**src/rtl/conv_window_sequencer.sv**
```systemverilog
// -----------------------------------------------------------------------------
// conv_window_sequencer
//
// Pops one packed {x,y} event at a time from the event FIFO and checks it
// against the image bounds. For each accepted event it walks the
// KERNEL_SIZE x KERNEL_SIZE neighbourhood, clipped to the image, in row-major
// order. Each in-bounds neighbour is emitted as one valid/ready beat carrying
// the target pixel and its kernel tap indices.
//
// Optional feature: define CONV_DROP_COUNT_EN to add the dropped_count port,
// a saturating 16-bit count of events rejected as out of bounds.
//
// Ports
//   clk            rising-edge clock
//   rst            synchronous, active-high reset
//   enable         permits popping new events
//   fifo_empty     event FIFO empty flag
//   fifo_read_en   one-cycle pop strobe
//   fifo_data      event {x,y}; valid the cycle after fifo_read_en
//   win_valid      beat valid
//   win_ready      downstream accepts beat
//   win_coord      target pixel {x,y}
//   win_kx/win_ky  kernel tap column/row
//   win_last       final beat of the current event
//   busy           sequencer is not idle
//   dropped_count  rejected-event count (CONV_DROP_COUNT_EN only)
// -----------------------------------------------------------------------------
module conv_window_sequencer #(
    parameter int IMG_WIDTH   = 32,
    parameter int IMG_HEIGHT  = 32,
    parameter int COORD_BITS  = 8,
    parameter int KERNEL_SIZE = 3
) (
    input  logic                           clk,
    input  logic                           rst,
    input  logic                           enable,
    input  logic                           fifo_empty,
    output logic                           fifo_read_en,
    input  logic [2*COORD_BITS-1:0]        fifo_data,
    output logic                           win_valid,
    input  logic                           win_ready,
    output logic [2*COORD_BITS-1:0]        win_coord,
    output logic [$clog2(KERNEL_SIZE)-1:0] win_kx,
    output logic [$clog2(KERNEL_SIZE)-1:0] win_ky,
    output logic                           win_last,
    output logic                           busy
`ifdef CONV_DROP_COUNT_EN
    ,
    output logic [15:0]                    dropped_count
`endif
);

    localparam int R  = (KERNEL_SIZE - 1) / 2;
    localparam int SW = COORD_BITS + 2;          // signed width for bound math
    localparam int KW = $clog2(KERNEL_SIZE);

    typedef logic signed [SW-1:0] sword_t;
    typedef logic [COORD_BITS-1:0] coord_t;

    localparam sword_t R_S   = sword_t'(R);
    localparam sword_t X_MAX = sword_t'(IMG_WIDTH - 1);
    localparam sword_t Y_MAX = sword_t'(IMG_HEIGHT - 1);
    localparam sword_t ZERO  = sword_t'(0);

    typedef enum logic [1:0] {
        IDLE,
        READ_REQUEST,
        VALIDATE,
        DATA_READY
    } state_t;

    state_t state, state_next;

    // Event register, clipped window bounds and current tap position.
    coord_t ex, ey;
    coord_t x_lo, x_hi, y_lo, y_hi;
    coord_t tx, ty;

    // ------------------------------------------------------------------
    // Window bounds of the incoming FIFO word (used only in VALIDATE).
    // The two extra sign bits keep ex-R below zero and ex+R past the top
    // of the coordinate range from wrapping.
    // ------------------------------------------------------------------
    coord_t in_x, in_y;
    sword_t in_xs, in_ys;
    sword_t x_lo_s, x_hi_s, y_lo_s, y_hi_s;
    coord_t x_lo_c, x_hi_c, y_lo_c, y_hi_c;
    logic   in_range;

    assign in_x   = fifo_data[2*COORD_BITS-1:COORD_BITS];
    assign in_y   = fifo_data[COORD_BITS-1:0];
    assign in_xs  = sword_t'({2'b00, in_x});
    assign in_ys  = sword_t'({2'b00, in_y});
    assign x_lo_s = in_xs - R_S;
    assign x_hi_s = in_xs + R_S;
    assign y_lo_s = in_ys - R_S;
    assign y_hi_s = in_ys + R_S;

    assign in_range = (in_xs <= X_MAX) && (in_ys <= Y_MAX);

    // NOTE: every always_comb output gets a value on every path (defaults or
    // a full ternary); a path that leaves one unassigned infers a latch.
    always_comb begin
        x_lo_c = (x_lo_s < ZERO)  ? '0 : x_lo_s[COORD_BITS-1:0];
        x_hi_c = (x_hi_s > X_MAX) ? X_MAX[COORD_BITS-1:0] : x_hi_s[COORD_BITS-1:0];
        y_lo_c = (y_lo_s < ZERO)  ? '0 : y_lo_s[COORD_BITS-1:0];
        y_hi_c = (y_hi_s > Y_MAX) ? Y_MAX[COORD_BITS-1:0] : y_hi_s[COORD_BITS-1:0];
    end

    logic at_last;
    assign at_last = (tx == x_hi) && (ty == y_hi);

    // ------------------------------------------------------------------
    // FSM: state register
    // ------------------------------------------------------------------
    // NOTE: clocked blocks use non-blocking assignments only, so every
    // register samples the pre-edge values of the others.
    always_ff @(posedge clk) begin
        if (rst) state <= IDLE;
        else     state <= state_next;
    end

    // ------------------------------------------------------------------
    // FSM: next-state logic
    // ------------------------------------------------------------------
    always_comb begin
        state_next = state;
        case (state)
            IDLE:         if (enable && !fifo_empty) state_next = READ_REQUEST;
            READ_REQUEST: state_next = VALIDATE;
            VALIDATE:     state_next = in_range ? DATA_READY : IDLE;
            DATA_READY:   if (win_ready && at_last) state_next = IDLE;
            default:      state_next = IDLE;
        endcase
    end

    // ------------------------------------------------------------------
    // FSM: outputs, decoded from registered state only (no win_ready path)
    // ------------------------------------------------------------------
    always_comb begin
        fifo_read_en = 1'b0;
        win_valid    = 1'b0;
        win_coord    = '0;
        win_kx       = '0;
        win_ky       = '0;
        win_last     = 1'b0;
        busy         = (state != IDLE);
        case (state)
            READ_REQUEST: fifo_read_en = 1'b1;
            DATA_READY: begin
                win_valid = 1'b1;
                win_coord = {tx, ty};
                // tx-ex+R lies in [0, KERNEL_SIZE-1], so modular arithmetic
                // truncated to the tap width gives the exact index.
                win_kx    = KW'(tx - ex + coord_t'(R));
                win_ky    = KW'(ty - ey + coord_t'(R));
                win_last  = at_last;
            end
            default: ;
        endcase
    end

    // ------------------------------------------------------------------
    // Event register and tap walker
    // ------------------------------------------------------------------
    // NOTE: the datapath registers are reset along with the FSM so the beat
    // outputs leave reset at zero rather than at a stale coordinate.
    always_ff @(posedge clk) begin
        if (rst) begin
            ex   <= '0;
            ey   <= '0;
            x_lo <= '0;
            x_hi <= '0;
            y_lo <= '0;
            y_hi <= '0;
            tx   <= '0;
            ty   <= '0;
        end else begin
            case (state)
                VALIDATE: begin
                    ex <= in_x;
                    ey <= in_y;
                    if (in_range) begin
                        x_lo <= x_lo_c;
                        x_hi <= x_hi_c;
                        y_lo <= y_lo_c;
                        y_hi <= y_hi_c;
                        tx   <= x_lo_c;
                        ty   <= y_lo_c;
                    end
                end
                DATA_READY: begin
                    // Row-major walk: tx inner, ty outer. After the last beat
                    // ty steps past y_hi, which is harmless because the next
                    // accepted event reloads it.
                    if (win_ready) begin
                        if (tx == x_hi) begin
                            tx <= x_lo;
                            ty <= ty + 1'b1;
                        end else begin
                            tx <= tx + 1'b1;
                        end
                    end
                end
                default: ;
            endcase
        end
    end

`ifdef CONV_DROP_COUNT_EN
    // Saturating count of events rejected in VALIDATE.
    always_ff @(posedge clk) begin
        if (rst)
            dropped_count <= '0;
        else if (state == VALIDATE && !in_range && dropped_count != 16'hFFFF)
            dropped_count <= dropped_count + 16'd1;
    end
`endif

endmodule

```
**config.mk**
```make
export PLATFORM = sky130hd
export DESIGN_NAME = conv_window_sequencer
export DESIGN_NICKNAME = d
export VERILOG_FILES = /design/src/rtl/conv_window_sequencer.sv
export SDC_FILE = /design/constraint.sdc
export NUM_CORES = 1
export LEC_CHECK = 0
export ABC_AREA = 1
export BUFFER_PORTS_ARGS = -buffer_cell sky130_fd_sc_hd__buf_4
export CORE_MARGIN = 3
export CORE_UTILIZATION = 59
export CTS_BUF_LIST = sky130_fd_sc_hd__clkbuf_4
export CTS_CLUSTER_SIZE = 12
export DETAILED_ROUTE_END_ITERATION = 8
export PLACE_DENSITY = 0.91
export SETUP_SLACK_MARGIN = 0.02
export SYNTH_ARGS = -nofsm -noshare
export SYNTH_HDL_FRONTEND = slang
export SYNTH_SLANG_ARGS = --single-unit
```
**constraint.sdc**
```tcl
create_clock -name clk -period 1.6 [get_ports clk]
set_input_delay 0.24 -clock clk [delete_from_list [all_inputs] [get_ports clk]]
set_output_delay 0.24 -clock clk [all_outputs]
set_load 0.05 [all_outputs]
```
==> results.cfg, run 1 <==
[outcome]
stop_error = [ERROR DPL-0033] detailed placement checks failed during check placement.
outcome = aborted with a tool error
haltStage = 5_1_grt

[yosys]
netlist_top_cells_area = dfxtp_1 29%, nand2_1 14%, nor2_1 12%, inv_1 8.3%, xor2_1 6.2%
netlist_instances = 502
syn_nets = 533
synth.largest_area_cell = dfxtp_1
seq_area_frac_synth_pct = 29.5
synth.top_cell.area_share_pct = 29.5
syn-cell-area_sq_mm = 0.00312
ys_types = 31
synth-seq-cells = 46
synth.avg_cell_area_sq_um = 6.22
ys_warn_count = 0

[floorplan]
num_rows = 25
pin_count = 45
initial_core_util_pct = 63.6
die_x_um = 78.8
die_h_um = 78.8

[clock_tree]
cts_made_buffers = 5
clock-sinks = 46
cts_buffer_depth = 2
postCtsHoldBufs = 0
cts_max_level = 2
cts-root-buf = clkbuf_4

[timing]
worst_endpoint = win_last
worst-ep-kind = primary output

[placement]
gp_congestion = 0.951
port_buffers = 44
hpwl_um = 6380

[global_route]
grt_max_degree = 21
antenna_found_initial = 0
## stage by stage
step	hold slack (ns)	utilization, %	setup WS, ns	instances	instance area (sq um)
after floorplan	0.406	-	-0.220	502	3270
after global placement	0.443	77.7	0.0296	627	3820
after detailed placement	0.450	77.7	-0.0491	627	3820
after CTS	0.190	83.3	-0.201	643	4090
## logic make-up after synthesis
logic type	after synthesis	synth area share, %
and+or+nand+nor	260	35.2
adders and majority gates	10	4.00
xor gates and xnor gates	30	8.41
AOI/OAI and AO/OA	67	11.6
DFF	46	29.5
buffers and inverters	89	11.3
## synth_stat cells, drive strengths merged
| cell type | count |
|---|---|
| nand3b | 2 |
| nor2 | 101 |
| clkbuf | 5 |
| ha | 10 |
| dfxtp | 46 |
| o21ai | 30 |
| buf | 10 |
| xor2 | 22 |
| a211oi | 3 |
| a21oi | 28 |
| o22ai | 5 |
| nand3 | 25 |
| nor4 | 1 |
| nand2 | 114 |
| nor3 | 8 |
| nand4 | 9 |
| o21bai | 1 |
| inv | 74 |
| xnor2 | 8 |
## what timing repair did
action                     in CTS
gates resized for setup        41
pin swaps                       9
setup endpoints to repair      30
setup buffers                   9
gates cloned                    0
==> run 2, diff against run 1 <==
CORE_UTILIZATION = 40   (was 59)
CTS_BUF_LIST = not set   (was sky130_fd_sc_hd__clkbuf_4)
CTS_CLUSTER_SIZE = not set   (was 12)
PLACE_DENSITY = not set   (was 0.91)
PLACE_DENSITY_LB_ADDON = 0.15   (was not set)
SETUP_SLACK_MARGIN = not set   (was 0.02)
==> run 2 against run 1 <==
  * The flow now finishes, with violations (negative setup slack)
  * Synthesized cell count unchanged
  * Area after synthesis unchanged
==> results.cfg, run 2 <==
[outcome]
outcome = finished, violations left
violations = negative setup slack

[floorplan]
num_rows = 31
die_h_um = 94.4
initial_core_util_pct = 42.2
pin_count = 45
die_x_um = 94.4
core_region_area_sq_mm = 0.00741
die_area_sq_mm = 0.00891

[global_route]
grt_pass1_vias = 3098
grtUsageTotal_pct = 20.4
grt_overflow = 0
grt_pass1_wl_um = 14500
grt_max_degree = 21
antenna_found_initial = 0

[hold_path]
min_path_cells = 3
hold_path_class = input port to flip-flop

[drt]
avgViaCountPerCell = 4.87
drt_iter0_drc = 232
drc = 0
wl_per_cell_um = 12.8
vias = 3388
drt.antenna.violating_nets = 0
routed_wl_um = 8870
dr.pass1.iters = 5

[yosys]
synth_compound_area_share_pct = 11.6
synth_most_common_cell = nand2_1
synth_top_family_by_area = simple AND/OR/NAND/NOR gates
synth.avg_cell_area_sq_um = 6.22
ys_types = 31
synthAdderAreaFrac_pct = 4.00
netlist_instances = 502
synth-seq-cells = 46
seq_area_frac_synth_pct = 29.5
postSynth.asyncResetShare_pct = 0
ys_warn_count = 0
syn-cell-area_sq_mm = 0.00312
yosys.area_share.xor_xnor_pct = 8.41
synthFlopType = dfxtp_1
synthTopCellsByCount = 113 x nand2_1, 99 x nor2_1, 69 x inv_1
syn_nets = 533
synth.area.mux_share_pct = 0
synth_edf_count = 0
yosys.area_share.simple_pct = 35.2
netlist_top_cells_area = dfxtp_1 29%, nand2_1 14%, nor2_1 12%, inv_1 8.3%, xor2_1 6.2%
synth.largest_area_cell = dfxtp_1
synth.top_cell.area_share_pct = 29.5

[setup_path]
cp.required_ns = 1.36
cp-start-kind = flip-flop
cp_max_fo = 3
r2r_cells = 10
crit_type = flip-flop to primary output
worst_setup_path_end_kind = primary output
cp_data_arrival_time_ns = 1.60

[timing]
final.setup.tns_ns = -0.242
drv_slew = 0
final.min_clock_period_ns = 1.84
fin_ws_ns = -0.236
rsz0062_at_grt = yes
hold_viol = 0
relSlewSlack_pct = 67.8
finalCritPeriodShare_pct = 115
tightestPinTransition_ns = 0.479
max_freq_mhz = 545
setup_viol = 2
fin_skew_ns = 0.0134

[placement]
port_buffers = 44
gp_congestion = 0.862
hpwl_um = 6650

[finish]
drive_gt1_share_pct = 30.7
fillers = 703
multi_input_area_sq_mm = 0.00213
final_nets = 627
regArea_sq_um = 955
final_cell_mix = 102 x nand2_1, 92 x buf_4, 76 x nor2_1, 66 x inv_1, 31 x dfxtp_1
layout_commonest_cell = nand2_1
insertedDiodeCount = 0
area_growth_pct = 41.1

[clock_tree]
clkTransAtPathRegs_ns = 0.09
clkLatencyLatePin_ns = 0.31
cts_buffer_depth = 2
cts_tree = built
postCtsHoldBufs = 0
cts_max_level = 2
cts-root-buf = clkbuf_8
clock-sinks = 46
cts_made_buffers = 5

[run]
drv_cap = 0

[power_and_ir_drop]
total_power_mw = 2.57
ir_drop_v = 0.000409
power_density_mw_per_mm2 = 584
p_leak_nw = 2.18
-- run 2: cell type report --
cell class | count | share of cell area (%)
Multi-Input combinational cell | 368 | 48.2
Sequential cell | 46 | 21.7
Timing Repair Buffer | 101 | 18.5
Inverter | 74 | 6.36
Tap cell | 99 | 2.81
Clock buffer | 7 | 1.73
Clock inverter | 1 | 0.681
-- run 2: power by group --
group / switching (mW) / internal, mW
Combinational: 0.309 / 0.208
Sequential: 0.0268 / 1.16
Clock: 0.400 / 0.468
-- run 2: final timing paths --
check / startpoint / to / slack [ns]
hold reg to reg: y_hi[7]$_SDFFE_PP0P_ / y_hi[7]$_SDFFE_PP0P_ / 0.46
setup reg to reg: x_hi[3]$_SDFFE_PP0P_ / ty[7]$_SDFFE_PP0P_ / 0.08
hold / removal: fifo_data[1] / ey[1]$_SDFFE_PP0P_ / 0.24
setup / recovery: x_hi[3]$_SDFFE_PP0P_ / win_last / -0.24
-- run 2: critical path, stage by stage (launching register included) --
cell     delay (ns)
dfxtp_1        0.38
xnor2_1        0.13
nand2_1        0.12
nor2_4         0.12
nand2_2        0.09
nor4_4         0.25
buf_6          0.20
-- run 2: metal layers --
metal,routed length (um),track usage (%),vias to the layer above
met4,88,4.69,0
met3,384,2.63,9
li1,-,-,1756
met2,4200,33.0,72
met1,4210,28.9,1551
met5,0,0,-
-- run 2: repair_timing --
item	in CTS	in global routing
resized for setup	17	41
setup endpoints to repair	26	28
buffers inserted	3	8
cloned	0	1
pin swaps	7	16
endpoints found under the hold margin	0	0
-- run 2: cell families after synthesis --
logic type | Yosys count
compound gates | 67
xor+xnor | 30
fa+ha+maj | 10
buf+inv | 89
flops | 46
simple gates | 260
-- run 2: per-stage QoR --
stage | cells | setup WS, ns | cell area, sq um | hold slack (ns) | utilization [%]
floorplan | 502 | -0.220 | 3270 | 0.406 | -
global placement | 676 | -0.0324 | 4010 | 0.441 | 54.1
detailed placement | 676 | -0.0586 | 4010 | 0.446 | 54.1
CTS | 687 | -0.189 | 4180 | 0.244 | 56.5
global route | 696 | -0.309 | 4410 | 0.281 | 59.5
finish | 696 | -0.236 | 4410 | 0.239 | 59.5
(Power assumes the default switching activity.)
